===== config.mk =====
export PLATFORM = sky130hd
export DESIGN_NAME = shift_add_multiplier
export DESIGN_NICKNAME = d
export VERILOG_FILES = /design/src/rtl/mul_pkg.sv /design/src/rtl/shift_add_multiplier.sv
export SDC_FILE = /design/constraint.sdc
export NUM_CORES = 1
export LEC_CHECK = 0
export ABC_AREA = 1
export CELL_PAD_IN_SITES_DETAIL_PLACEMENT = 1
export CELL_PAD_IN_SITES_GLOBAL_PLACEMENT = 1
export CORE_UTILIZATION = 27
export CTS_BUF_LIST = sky130_fd_sc_hd__clkbuf_2
export DETAILED_ROUTE_END_ITERATION = 10
export MAX_ROUTING_LAYER = met4
export PLACE_DENSITY_LB_ADDON = 0.1
export SLEW_MARGIN = 20
export SYNTH_ARGS = -nofsm -noshare
export SYNTH_HDL_FRONTEND = slang
export SYNTH_SLANG_ARGS = --single-unit

===== constraint.sdc =====
create_clock -name clk_i -period 1.2 [get_ports clk_i]
set_input_delay 0.24 -clock clk_i [delete_from_list [all_inputs] [get_ports clk_i]]
set_output_delay 0.24 -clock clk_i [all_outputs]
set_load 0.03 [all_outputs]

===== src/rtl/mul_pkg.sv =====
// Package for the iterative shift-and-add multiplier.
// Holds the controller state encoding and the default datapath width
// shared by the multiplier and the parent that owns the adder.
package mul_pkg;

    // Controller states: waiting for a request, iterating, holding a result.
    typedef enum logic [1:0] {
        IDLE = 2'd0,
        BUSY = 2'd1,
        DONE = 2'd2
    } mul_state_t;

    // Default datapath width (RV32).
    localparam int MUL_WIDTH = 32;

endpackage


===== src/rtl/shift_add_multiplier.sv =====
// Iterative radix-2 shift-and-add multiplier producing the low WIDTH bits
// of mcand*mplier. Every BUSY cycle it presents {acc, mcand or 0} to an
// external shared adder and captures the sum on the next edge. Always runs
// exactly WIDTH iterations so latency is fixed.
// Ports:
//   clk_i         1      clock, rising edge
//   rstn_i        1      synchronous active-low reset
//   start_i       1      request, accepted when start_i && ready_o
//   mcand_i       WIDTH  multiplicand, sampled on acceptance
//   mplier_i      WIDTH  multiplier, sampled on acceptance
//   ready_o       1      high in IDLE
//   valid_o       1      high in DONE
//   result_i_ack  1      consumer takes the result (only while valid_o)
//   result_o      WIDTH  accumulator, meaningful while valid_o
//   add_oper1_o   WIDTH  to adder oper1_i (0 outside BUSY)
//   add_oper2_o   WIDTH  to adder oper2_i (0 outside BUSY)
//   add_sum_i     WIDTH  from adder sum_o
module shift_add_multiplier
    import mul_pkg::*;
#(
    parameter int WIDTH = MUL_WIDTH
) (
    input  logic             clk_i,
    input  logic             rstn_i,
    input  logic             start_i,
    input  logic [WIDTH-1:0] mcand_i,
    input  logic [WIDTH-1:0] mplier_i,
    output logic             ready_o,
    output logic             valid_o,
    input  logic             result_i_ack,
    output logic [WIDTH-1:0] result_o,
    output logic [WIDTH-1:0] add_oper1_o,
    output logic [WIDTH-1:0] add_oper2_o,
    input  logic [WIDTH-1:0] add_sum_i
);

    localparam int               CNT_W    = $clog2(WIDTH);
    localparam logic [CNT_W-1:0] CNT_LAST = CNT_W'(WIDTH - 1);
    localparam logic [CNT_W-1:0] CNT_ONE  = CNT_W'(1);

    mul_state_t       state_r;
    mul_state_t       state_next_s;
    logic [WIDTH-1:0] acc_r;
    logic [WIDTH-1:0] mcand_r;
    logic [WIDTH-1:0] mplier_r;
    logic [CNT_W-1:0] cnt_r;

    // Controller state register.
    always_ff @(posedge clk_i) begin
        if (!rstn_i) begin
            state_r <= IDLE;
        end else begin
            state_r <= state_next_s;
        end
    end

    // Next-state decode and adder operand drive; operands stay 0 outside
    // BUSY so the shared adder does not toggle.
    always_comb begin
        state_next_s = state_r;
        add_oper1_o  = {WIDTH{1'b0}};
        add_oper2_o  = {WIDTH{1'b0}};
        case (state_r)
            IDLE: begin
                if (start_i) begin
                    state_next_s = BUSY;
                end else begin
                    state_next_s = IDLE;
                end
            end
            BUSY: begin
                add_oper1_o = acc_r;
                if (mplier_r[0]) begin
                    add_oper2_o = mcand_r;
                end else begin
                    add_oper2_o = {WIDTH{1'b0}};
                end
                if (cnt_r == CNT_LAST) begin
                    state_next_s = DONE;
                end else begin
                    state_next_s = BUSY;
                end
            end
            DONE: begin
                if (result_i_ack) begin
                    state_next_s = IDLE;
                end else begin
                    state_next_s = DONE;
                end
            end
            default: begin
                state_next_s = IDLE;
            end
        endcase
    end

    // Datapath: load operands on acceptance, shift/accumulate while BUSY,
    // hold otherwise. cnt wraps to 0 on the final iteration.
    always_ff @(posedge clk_i) begin
        if (!rstn_i) begin
            acc_r    <= {WIDTH{1'b0}};
            mcand_r  <= {WIDTH{1'b0}};
            mplier_r <= {WIDTH{1'b0}};
            cnt_r    <= {CNT_W{1'b0}};
        end else begin
            case (state_r)
                IDLE: begin
                    if (start_i) begin
                        acc_r    <= {WIDTH{1'b0}};
                        mcand_r  <= mcand_i;
                        mplier_r <= mplier_i;
                        cnt_r    <= {CNT_W{1'b0}};
                    end else begin
                        acc_r    <= acc_r;
                        mcand_r  <= mcand_r;
                        mplier_r <= mplier_r;
                        cnt_r    <= cnt_r;
                    end
                end
                BUSY: begin
                    acc_r    <= add_sum_i;
                    mcand_r  <= {mcand_r[WIDTH-2:0], 1'b0};
                    mplier_r <= {1'b0, mplier_r[WIDTH-1:1]};
                    cnt_r    <= cnt_r + CNT_ONE;
                end
                default: begin
                    acc_r    <= acc_r;
                    mcand_r  <= mcand_r;
                    mplier_r <= mplier_r;
                    cnt_r    <= cnt_r;
                end
            endcase
        end
    end

    assign ready_o  = (state_r == IDLE);
    assign valid_o  = (state_r == DONE);
    assign result_o = acc_r;

endmodule


Yosys cells after proc, flatten, opt, wreduce, memory -nomap -nowiden
Index checks and enable logic that the tools add are counted.

cells by class
  $add $sub $neg = 1
  multipliers = 0
  divide/modulo/power cells = 0
  $lt $le $gt $ge = 0
  equal/unequal tests = 4
  shifts and indexed selects = 0
  muxes and demuxes = 15
  bitwise logic cells = 0
  reductions and logical operators = 3

operator list
  cell                                                  number
  two-way mux 32 bit                                    6
  one-hot mux 32 bit (2 select lines)                   3
  one-hot mux 5 bit (2 select lines)                    1
  one-hot mux 2 bit (3 select lines)                    1
  adder 5 x 1 -> 5 bit (second input constant)          1
  equality test 5 bit (second input constant)           1
  two-way mux 5 bit                                     1
  two-way mux 2 bit                                     2
  equality test 2 x 1 -> 1 bit (second input constant)  1
  equality test 2 bit (second input constant)           1
  zero test 2 bit                                       1
  inequality test 2 bit (second input constant)         1
  AND reduction 2 bit                                   1
  nonzero test 2 bit                                    1
  two-way mux 1 bit                                     1

word-level totals
  register bits after elaboration = 103
  latch bits = 0
  RAM bits = 0
  ROM bits = 0
  input port bits = 100
  output and inout bits = 98
  logic and storage cells = 28
  memories kept = 0

Depth between registers and ports, before layout
Gate-level depths: netlist of the first run.

  depth in word-level cells = 3
  depth in mapped cells = 8
  mapped depth without buffers = 7

Worst setup path before layout of the first run
OpenSTA, ideal clock, no wires.

  path kind = register -> output
  from = register state_r[0]
  to = output add_oper2_o[0]
  arrival time = 1.225 ns
  required time = 0.960 ns
  setup slack = -0.265 ns
  stages on the path, launching flop included = 6
  path buffers = 1
  cell sequence = dfxtp_1 > nand2_2 > inv_2 > buf_2 > nand2_1 > nor2_1

between the ends
  word-level cells in the longest chain between the ends = 2

ends and longest elaborated chain
  what                          line                        source
  start: declaration            shift_add_multiplier.sv:41  mul_state_t state_r;
  start signal: assignment      shift_add_multiplier.sv:53  state_r <= state_next_s;
  equality test 2 x 1 -> 1 bit  shift_add_multiplier.sv:63  case (state_r)
  two-way mux 32 bit            shift_add_multiplier.sv:63
  end: declaration              shift_add_multiplier.sv:33  output logic [WIDTH-1:0] add_oper2_o,

No other way between the ends.

Worst setup path in the final report of the first run
  from = register state_r[0]
  to = output add_oper2_o[20]

The elaborated chain is that of the path after synthesis.

==> metrics.txt, run 1 <==
number of synthesized register bits 103; Die Wd 135 µm; Post-Synth Adder-Cell Area 0.00523; mux share of post-synthesis cell area 0; failing checks setup timing; IO Pins 198; hold crit path type in2reg; Critical Path RT 0.96 ns; residual DRC count 0; max_cap viols 0; post-synthesis simple-gate area fraction 0.396; syn_nets 838; commonest non-fill, non-tap cells in the layout nand2_1, buf_6, clkdlybuf4s50_1; Final setup viols 200; TritonCTS clock tree done; Synth Cell Area 4790 µm²; Setup crit start kind register; GRT Util Overall 0.246; Max Fanout on Critical Path 8; P per Cell Area 841 nW/µm²; commonest non-fill, non-tap cell in the layout nand2_1; DP Worst Slack -0.434 ns; area of the core 17300 µm²; Ys Warns 0; Tightest Pin Transition 0.381 ns; CTS Buf Count 9; number of cells on the worst reg-to-reg path 12; xor and xnor area share after synthesis 0; Hold Crit Depth 3; setup ws final -0.827 ns; first-pass GRT wire length 33800 µm; initial core utilization 0.277; P_leak 4.76 nW; Final Skew 0.0575 ns; sequential-to-total area share from yosys stat 0.431; clock sink total 103; compound-gate portion of the synthesized area 0.0807; cell area after layout 10500 µm²; Chip Height 135 µm; Die ar. 18300 µm²; fmax 493 MHz; RSZ-0062 raised after global routing yes; main combinational cell family by area after synthesis simple AND/OR/NAND/NOR gates; Initial DRC Count 126; Placed Area 7620 µm²; Root Driver clkbuf_2; wl on met1 9420 µm; Detail Route Antenna Nets 0; Routed wire per std cell 19.2 µm; GPL Wtd Cong 0.851; Detailed Route WL 23600 µm; Post-Synthesis Cells 736; nets@finish 1100; filler instances 1878; HP Start mcand_i[0]; largest net degree at the start of global routing 39; CP Capture Type output port; FF+latch area 2170 µm²; vias 5886; num rows 48; VDD IR-drop max 0.514 mV; # port buffers 197; Top Layer Used met4; area of the multi-input gates 4050 µm²; Clock Latency Late Sink 0.63 ns; met3 routed WL 799 µm; hpwl dp 12600 µm; Max Root-Sink Buffers 2; drt first pass iters 5; share of layout cells above drive strength 1 0.560; fin crit period 2.03 ns; Worst Hold Path EP mcand_r[0]$_SDFFE_PN0P_; Layout area overhead 120%; Remaining Overflow, GRT 0; Yosys cell types 19; vias in the first global route 6320; routed vias/inst 4.79; Post-Route Utilization 0.609; WP data arrival 1.79 ns; Reg-to-Reg End mcand_r[13]$_SDFFE_PN0P_; initial antenna violation count 1; clk slew on worst S/H paths 0.32 ns; Setup CP Type reg2out; run status finished, violations left; relative slew slack 0.746; Final Hold Vio Count 0; Avg Inst Size Synth 6.51 µm²; flop2flop setup slack -0.54 ns; Final Cycle Share 1.69; met2 wire length 12700 µm; max-slew violation count 0; R2R Path Start state_r[1]$_SDFF_PN0_; CTS HTree Levels 3
## sequential cells by signal (all words and copies together), names as in the netlist
signal,count
mplier_r,32
result_o,32
cnt_r,5
state_r,2
mcand_r,32
## how the worst max path moves through the flow
stage,startpoint,end,slack [ns],cells past startpoint
2_1_floorplan,mplier_r[0]$_SDFFE_PN0P_,add_oper2_o[21],-0.07,3
3_3_place_gp,start_i,mplier_r[31]$_SDFFE_PN0P_,-0.36,6
3_5_place_dp,start_i,result_o[19]$_SDFFE_PN0P_,-0.43,6
4_1_cts,state_r[0]$_SDFF_PN0_,add_oper1_o[7],-0.84,5
5_1_grt,state_r[0]$_SDFF_PN0_,add_oper2_o[20],-0.92,6
6_report,state_r[0]$_SDFF_PN0_,add_oper2_o[20],-0.83,6
## metal layers
metal / vias to the layer above / GRT usage
li1: 2827 / -
met1: 2877 / 0.271
met2: 143 / 0.439
met3: 39 / 0.0441
met4: 0 / 0.0874
met5: - / -
## cell usage after synthesis
cell type  instances  area share
nand2_1          234        0.18
nor2_1           128        0.10
dfxtp_1          103        0.43
nand3_1           64       0.067
a21oi_1           40       0.042
inv_1             40       0.031
o21ai_0           34       0.036
and2_1            31       0.041
buf_2             22       0.023
clkbuf_1          20       0.016
buf_4             10       0.016
ha_1               2      0.0052
inv_2              2      0.0016
nand2_2            1      0.0013
nand4_1            1      0.0013
nor2_2             1      0.0013
nor3_1             1      0.0010
o21a_1             1      0.0016
o21ai_2            1      0.0018
## power breakdown
group	total [mW]	switching [mW]	leakage, nW	internal (mW)
logic	3.24	1.62	3.83	1.62
registers	3.91	0.267	0.871	3.64
clock network	1.70	1.22	0.0674	0.479
## critical path, cell delays in order (launching register included)
cell and delay, ns:
dfxtp_4 0.46, nand2_8 0.07, clkinv_8 0.09, buf_16 0.20, nand2_8 0.07, nor2_4 0.10
buf_6 0.14
## cell type report
class	instances	share of cell area
multi-input combinational	539	0.385
timing repair buffer	303	0.354
sequential	103	0.206
tap	225	0.0267
inverter	42	0.0171
clock inverter	6	0.00559
clock buffer	10	0.00476
antenna	1	0.000238
## timing repair
action                                  4_1_cts  5_1_grt
endpoints found under the hold margin         6        0
buffers inserted                             28       19
gates cloned                                 16        2
endpoints found under the setup margin      201      201
pin swaps                                    35       63
hold buffers                                  1        0
resized for setup                           371      214
## logic make-up after synthesis
family	count (synthesis)
simple gates	461
flops	103
buf+inv	94
compound gates	76
fa+ha+maj	2
## stage by stage
step	power (mW)	hold slack (ns)	setup TNS, ns	std cells
4_1_cts	8.46	0.0778	-87.84	1211
3_5_place_dp	5.90	0.471	-42.29	1152
6_report	8.85	0.121	-103.09	1229
3_3_place_gp	5.83	0.454	-35.73	1152
5_1_grt	9.28	0.0798	-118.81	1229
2_1_floorplan	4.97	0.383	-1.00	736
No activity file was read; power rests on OpenSTA's default activity.
==> run 2, diff against run 1 <==
--- a/config.mk
+++ b/config.mk
@@ -8,9 +8,11 @@
 export ABC_AREA = 1
 export CELL_PAD_IN_SITES_DETAIL_PLACEMENT = 1
 export CELL_PAD_IN_SITES_GLOBAL_PLACEMENT = 1
-export CORE_UTILIZATION = 27
+export CORE_MARGIN = 5
+export CORE_UTILIZATION = 40
 export CTS_BUF_LIST = sky130_fd_sc_hd__clkbuf_2
 export DETAILED_ROUTE_END_ITERATION = 10
+export DONT_BUFFER_PORTS = 1
 export MAX_ROUTING_LAYER = met4
 export PLACE_DENSITY_LB_ADDON = 0.1
 export SLEW_MARGIN = 20
==> metrics.txt, run 2 <==
num rows 40 (was 48); Root Driver clkbuf_2 (unchanged); clock sink total 103 (unchanged); hpwl dp 10900 µm (was 12600 µm); post-synthesis simple-gate area fraction 0.396 (unchanged); Avg Inst Size Synth 6.51 µm² (unchanged); synth top area cells dfxtp_1, nand2_1, nor2_1 (unchanged); largest net degree at the start of global routing 67; Yosys cell types 19 (unchanged); Async S/R FF share, synth 0 (unchanged); Post-synth top cells nand2_1, nor2_1, dfxtp_1, nand3_1 (unchanged); # port buffers 0 (was 197); Fail Step 5_1_grt; IO Pins 198 (unchanged); initial antenna violation count 8; Yosys top cell area share 0.431 (unchanged); Synth Cell Area 4790 µm² (unchanged); Chip Height 119 µm (was 135 µm); CTS Buf Count 9 (unchanged); First Err [ERROR GRT-0232] Routing congestion too high. Check the congestion heatmap in the GUI.; mux share of post-synthesis cell area 0 (unchanged); xor and xnor area share after synthesis 0 (unchanged); Yosys top cell by area dfxtp_1 (unchanged); GPL Wtd Cong 0.785 (was 0.851); Remaining Overflow, GRT 363; compound-gate portion of the synthesized area 0.0807 (unchanged); Placed Area 5960 µm² (was 7620 µm²); most frequent cell after synthesis nand2_1 (unchanged); CTS HTree Levels 3 (unchanged); Worst-path end type primary output; run status aborted with a tool error (was finished, violations left); syn_nets 838 (unchanged); sequential-to-total area share from yosys stat 0.431 (unchanged); Post-synth EDFFs 0 (unchanged); Max Root-Sink Buffers 2 (unchanged); Post-Synth Adder-Cell Area 0.00523 (unchanged); Die Wd 119 µm (was 135 µm); main combinational cell family by area after synthesis simple AND/OR/NAND/NOR gates (unchanged); Post-Synthesis Cells 736 (unchanged); Crit. endpoint post-GRT repair add_oper1_o[6]; GRT Util Overall 0.876; placed cells 912 (was 1152); initial core utilization 0.404 (was 0.277); number of synthesized register bits 103 (unchanged); Ys Warns 0 (unchanged); ys flop type dfxtp_1 (unchanged)
-- run 2: cell counts after synthesis --
Identical to the previous run, type by type.
-- run 2: stage by stage --
stage | setup slack [ns] | hold WS, ns
after floorplan | -0.0678 | 0.383
after global placement | -0.0816 | 0.376
after detailed placement | -0.149 | 0.379
after CTS | -0.783 | 0.0434
-- run 2: routing by layer --
metal,overflow,GRT usage
met5,-,-
met4,120,0.939
met3,1,0.703
met2,241,1.03
met1,1,0.824
-- run 2: repair_timing --
item	4_1_cts
buffers inserted	12
gates resized for setup	139
setup endpoints to repair	200
cloned	11
pin swaps	27
endpoints found under the hold margin	100
hold buffers	101
-- run 2: cells by family after synthesis --
family          count (synthesis)
compound gates                 76
buf+inv                        94
fa+ha+maj                       2
simple gates                  461
flops                         103
==> run 3, diff against run 2 <==
==> config.mk (replaced) <==
export PLATFORM = sky130hd
export DESIGN_NAME = shift_add_multiplier
export DESIGN_NICKNAME = d
export VERILOG_FILES = /design/src/rtl/mul_pkg.sv /design/src/rtl/shift_add_multiplier.sv
export SDC_FILE = /design/constraint.sdc
export NUM_CORES = 1
export LEC_CHECK = 0
export ABC_AREA = 1
export CORE_MARGIN = 5
export CORE_UTILIZATION = 40
export DETAILED_ROUTE_END_ITERATION = 10
export DONT_BUFFER_PORTS = 1
export PLACE_DENSITY_LB_ADDON = 0.15
export SLEW_MARGIN = 20
export SYNTH_ARGS = -nofsm -noshare
export SYNTH_HDL_FRONTEND = slang
export SYNTH_SLANG_ARGS = --single-unit
==> constraint.sdc (replaced) <==
create_clock -name clk_i -period 1.6 [get_ports clk_i]
set_input_delay 0.32 -clock clk_i [delete_from_list [all_inputs] [get_ports clk_i]]
set_output_delay 0.32 -clock clk_i [all_outputs]
set_load 0.03 [all_outputs]
==> metrics.txt, run 3 (same netlist as run 1, synthesis figures left out) <==
relative slew slack 0.679; drt first pass iters 5; R2R Path Start state_r[0]$_SDFF_PN0_; run status finished, violations left (was aborted with a tool error); Die ar. 14300 µm²; vias 4889; Detailed Route WL 14600 µm; filler instances 1114; fmax 587 MHz; Root Driver clkbuf_16 (was clkbuf_2); CTS Hold Buffers Added 0 (was 101); Layout area overhead 41.7%; largest net degree at the start of global routing 67; max-slew violation count 0; clock sink total 103 (unchanged); area of the core 11900 µm²; IO Pins 198 (unchanged); Detail Route Antenna Nets 0; failing checks setup timing; initial core utilization 0.404 (unchanged); max_cap viols 0; Final Hold Vio Count 0; Clock Latency Late Sink 0.34 ns; commonest non-fill, non-tap cell in the layout nand2_1; first-pass GRT wire length 22100 µm; vias in the first global route 4605; Hold Crit Depth 2; GR Util met1 0.238; setup_tns -4.35 ns; Final Skew 0.00711 ns; share of layout cells above drive strength 1 0.267; # port buffers 0 (unchanged); placed cells 942 (was 912); Placed Area 5620 µm² (was 5960 µm²); hold crit path type in2reg; area of the multi-input gates 2680 µm²; P per Cell Area 942 nW/µm²; Diodes inserted 0; commonest non-fill, non-tap cells in the layout nand2_1, dfxtp_1, nor2_1; routed vias/inst 5.01; Setup crit start kind register; residual DRC count 0; Final setup viols 64; total design power 6.39 mW; flop2flop setup slack 0.13 ns; Max Root-Sink Buffers 2 (unchanged); CP Capture Type output port; HP Start rstn_i; WP data arrival 1.38 ns; Min Hold Slack 0.122 ns; Die Wd 119 µm (unchanged); Post-Layout Cell Count 976; DP Worst Slack 0.140 ns (was -0.149 ns); fin crit period 1.70 ns; Top Usage Layer GRT met2; Routed wire per std cell 14.9 µm; number of cells on the worst reg-to-reg path 5; RSZ-0062 raised after global routing yes; Chip Height 119 µm (unchanged); Remaining Overflow, GRT 0; Worst Hold Path EP mplier_r[23]$_SDFFE_PN0P_; cell area after layout 6780 µm²; FF+latch area 2070 µm²; Initial DRC Count 288; nets@finish 926; Final Cycle Share 1.07; met2 Usage GRT 0.303; GRT Util Overall 0.186; Max Fanout on Critical Path 17; VDD IR-drop max 0.448 mV; setup ws final -0.105 ns; P_leak 2.95 nW; Post-Route Utilization 0.572; Critical Path RT 1.28 ns; Setup CP Type reg2out; hpwl dp 9050 µm (was 10900 µm); initial antenna violation count 0; clk slew on worst S/H paths 0.07 ns; CTS HTree Levels 3 (unchanged); CTS Buf Count 9 (unchanged); num rows 40 (unchanged); TritonCTS clock tree done; met3 usage 0.0608; GPL Wtd Cong 0.824 (was 0.785); Reg-to-Reg End mplier_r[25]$_SDFFE_PN0P_; Tightest Pin Transition 0.480 ns
## run 3: layer usage
layer | vias to the layer above | wire (µm)
li1 | 2464 | -
met1 | 2241 | 6220
met2 | 163 | 7010
met3 | 21 | 1090
met4 | 0 | 242
met5 | - | 0
## run 3: worst max path at each step
stage	depth (start not counted)	slack (ns)	from	to
CTS	7	-0.14	state_r[1]$_SDFF_PN0_	add_oper2_o[18]
detailed placement	6	0.14	state_r[0]$_SDFF_PN0_	mcand_r[31]$_SDFFE_PN0P_
global placement	9	0.16	state_r[1]$_SDFF_PN0_	mplier_r[15]$_SDFFE_PN0P_
floorplan	5	0.05	state_r[0]$_SDFF_PN0_	add_oper2_o[0]
finish	6	-0.10	state_r[1]$_SDFF_PN0_	add_oper1_o[29]
global route	7	-0.18	state_r[1]$_SDFF_PN0_	add_oper2_o[8]
## run 3: timing repair
action                                  in CTS  in global routing
pin swaps                                    4                 17
buffers inserted                             7                  4
cloned                                       5                  4
endpoints found under the setup margin      64                 74
gates resized for setup                     51                113
## run 3: final cells by class
cell class / instances / area share
Multi-Input combinational cell: 539 / 0.395
Tap cell: 147 / 0.0271
Sequential cell: 103 / 0.305
Inverter: 42 / 0.0255
Clock inverter: 7 / 0.0140
Timing Repair Buffer: 129 / 0.200
Clock buffer: 9 / 0.0332
## run 3: power by group
group          internal (mW)  switching (mW)
clock                   1.38           0.985
combinational          0.475           0.723
sequential              2.74          0.0963
## run 3: critical path, stage by stage, from the launching register on
cell and delay [ns]:
dfxtp_2 0.34, inv_4 0.07, nand2_8 0.07, buf_4 0.14
buf_12 0.16, nor2_2 0.12, buf_6 0.14
==> patch, RTL diff (config.mk and constraints of run 1) <==
Set the package constant `MUL_WIDTH` to 64 (it was 32).
--- a/src/rtl/mul_pkg.sv
+++ b/src/rtl/mul_pkg.sv
@@ -11,7 +11,7 @@
     } mul_state_t;
 
     // Default datapath width (RV32).
-    localparam int MUL_WIDTH = 32;
+    localparam int MUL_WIDTH = 64;
 
 endpackage
 
Interface: changed (6 resized); port bits go from 198 to 390. The function was not compared with the original's and may differ.
==> patch against run 1 <==
Setup slack got worse by 0.32 ns. Synthesized area increased by 98%. Power rose by 81%. Sequential cell count is 97 higher. The run still ends with setup timing left. Wire length up 98%. Sequential share of layout area up 0.49 points. Largest cell class is now non-clock buffers. Critical path type unchanged. Sequential power up 91%. Final area increased by 86%. Critical endpoint is now add_oper2_o[53]. Clock power rose by 92%.
==> patch: results (changes against run 1) <==
* Outcome: finished with violations (unchanged)
* Failing checks: setup timing (unchanged)
* Synth cell count leaders: 405 x nand2_1, 328 x nor2_1, 200 x dfxtp_1 (was 234 x nand2_1, 128 x nor2_1, 103 x dfxtp_1)
* Repair and plain buffers at 706 (was 303)
* CTS buffer count at 17 (was 9)
* Met2 wire len at 24.7 mm (was 12.7 mm)
* RePlAce Congestion at 0.885 (was 0.851)
* Worst hold stages at 5 (was 3)
* IR drop worst, VDD at 0.539 mV (was 0.514 mV)
* Largest net degree at the start of global routing at 47 (was 39)
* R2r endpoint: mplier_r[2] (was mcand_r[13])
* Non-clk buf share at 40.5% (was 35.4%)
* Diodes inserted at 3 (was 1)
* Seq. cell area at 4130 sq um (was 2170 sq um)
* Clock-cell share at 1.07% (was 1.03%)
* Setup Skew at 0.0595 ns (was 0.0575 ns)
* Global-route wire length before repair at 65.6 mm (was 33.8 mm)
* Antenna violations before repair at 3 (was 1)
* Sequential share of power at 46.5% (was 44.1%)
* Vias/cell at 4.62 (was 4.79)
* Worst-path maximum fanout at 6 (was 8)
* Clk sinks at 200 (was 103)
* GRT Total Usage at 23.8% (was 24.6%)
* Inverters excl. clock at 203 (was 42)
* Worst R2R Setup Slack at -0.57 ns (was -0.54 ns)
* Max incr delay on CP at 0.42 ns (was 0.46 ns)
* DRT iter0 DRCs at 393 (was 126)
* Pleak at 8.62 nW (was 4.76 nW)
* Hold path startpoint: mcand_i[48] (was mcand_i[0])
* Fin worst setup slack at -1.15 ns (was -0.827 ns)
* FF-to-FF path depth at 11 (was 12)
* Fin nets at 2329 (was 1100)
* Final setup violation count at 394 (was 200)
* CTS Hold Bufs at 147 (was 1)
* Post-CTS Setup Inserts at 10 (was 28)
* #MultiIn Comb at 1004 (was 539)
* DR pass1 iterations at 4 (was 5)
* Vias in the first global route at 12300 (was 6320)
* Power Dens Cells at 821 nW/um^2 (was 841 nW/um^2)
* Number of clock buffers in the layout at 18 (was 10)
patch: cell types whose count changed in the layout (fill, tap and decap cells not counted), sizes merged, moves of 32 or more:
cell	run 1	this run
nand2	235	407
o21ai	35	67
dfxtp	103	200
inv	42	209
nor2	129	329
nor3b	0	62
dlygate4sd3	1	154
buf	201	343
clkdlybuf4s50	98	193
patch: metrics by stage:
stage | util (%) | total power, mW | instance area [sq um] | instances | TNS (ns)
6_report | 56.6 | 16.0 | 19500 | 2603 | -237.35
5_1_grt | 56.6 | 16.8 | 19500 | 2603 | -293.36
4_1_cts | 51.3 | 15.4 | 17700 | 2545 | -231.19
3_5_place_dp | 43.6 | 11.3 | 15100 | 2348 | -58.53
3_3_place_gp | 43.6 | 11.2 | 15100 | 2348 | -48.72
2_1_floorplan | - | 9.47 | 10400 | 1502 | -12.08
patch: per-layer routing:
layer	GRT usage, %	vias up
met5	-	-
met3	3.76	92
met4	7.54	0
met2	42.0	351
met1	27.3	5769
li1	-	5802
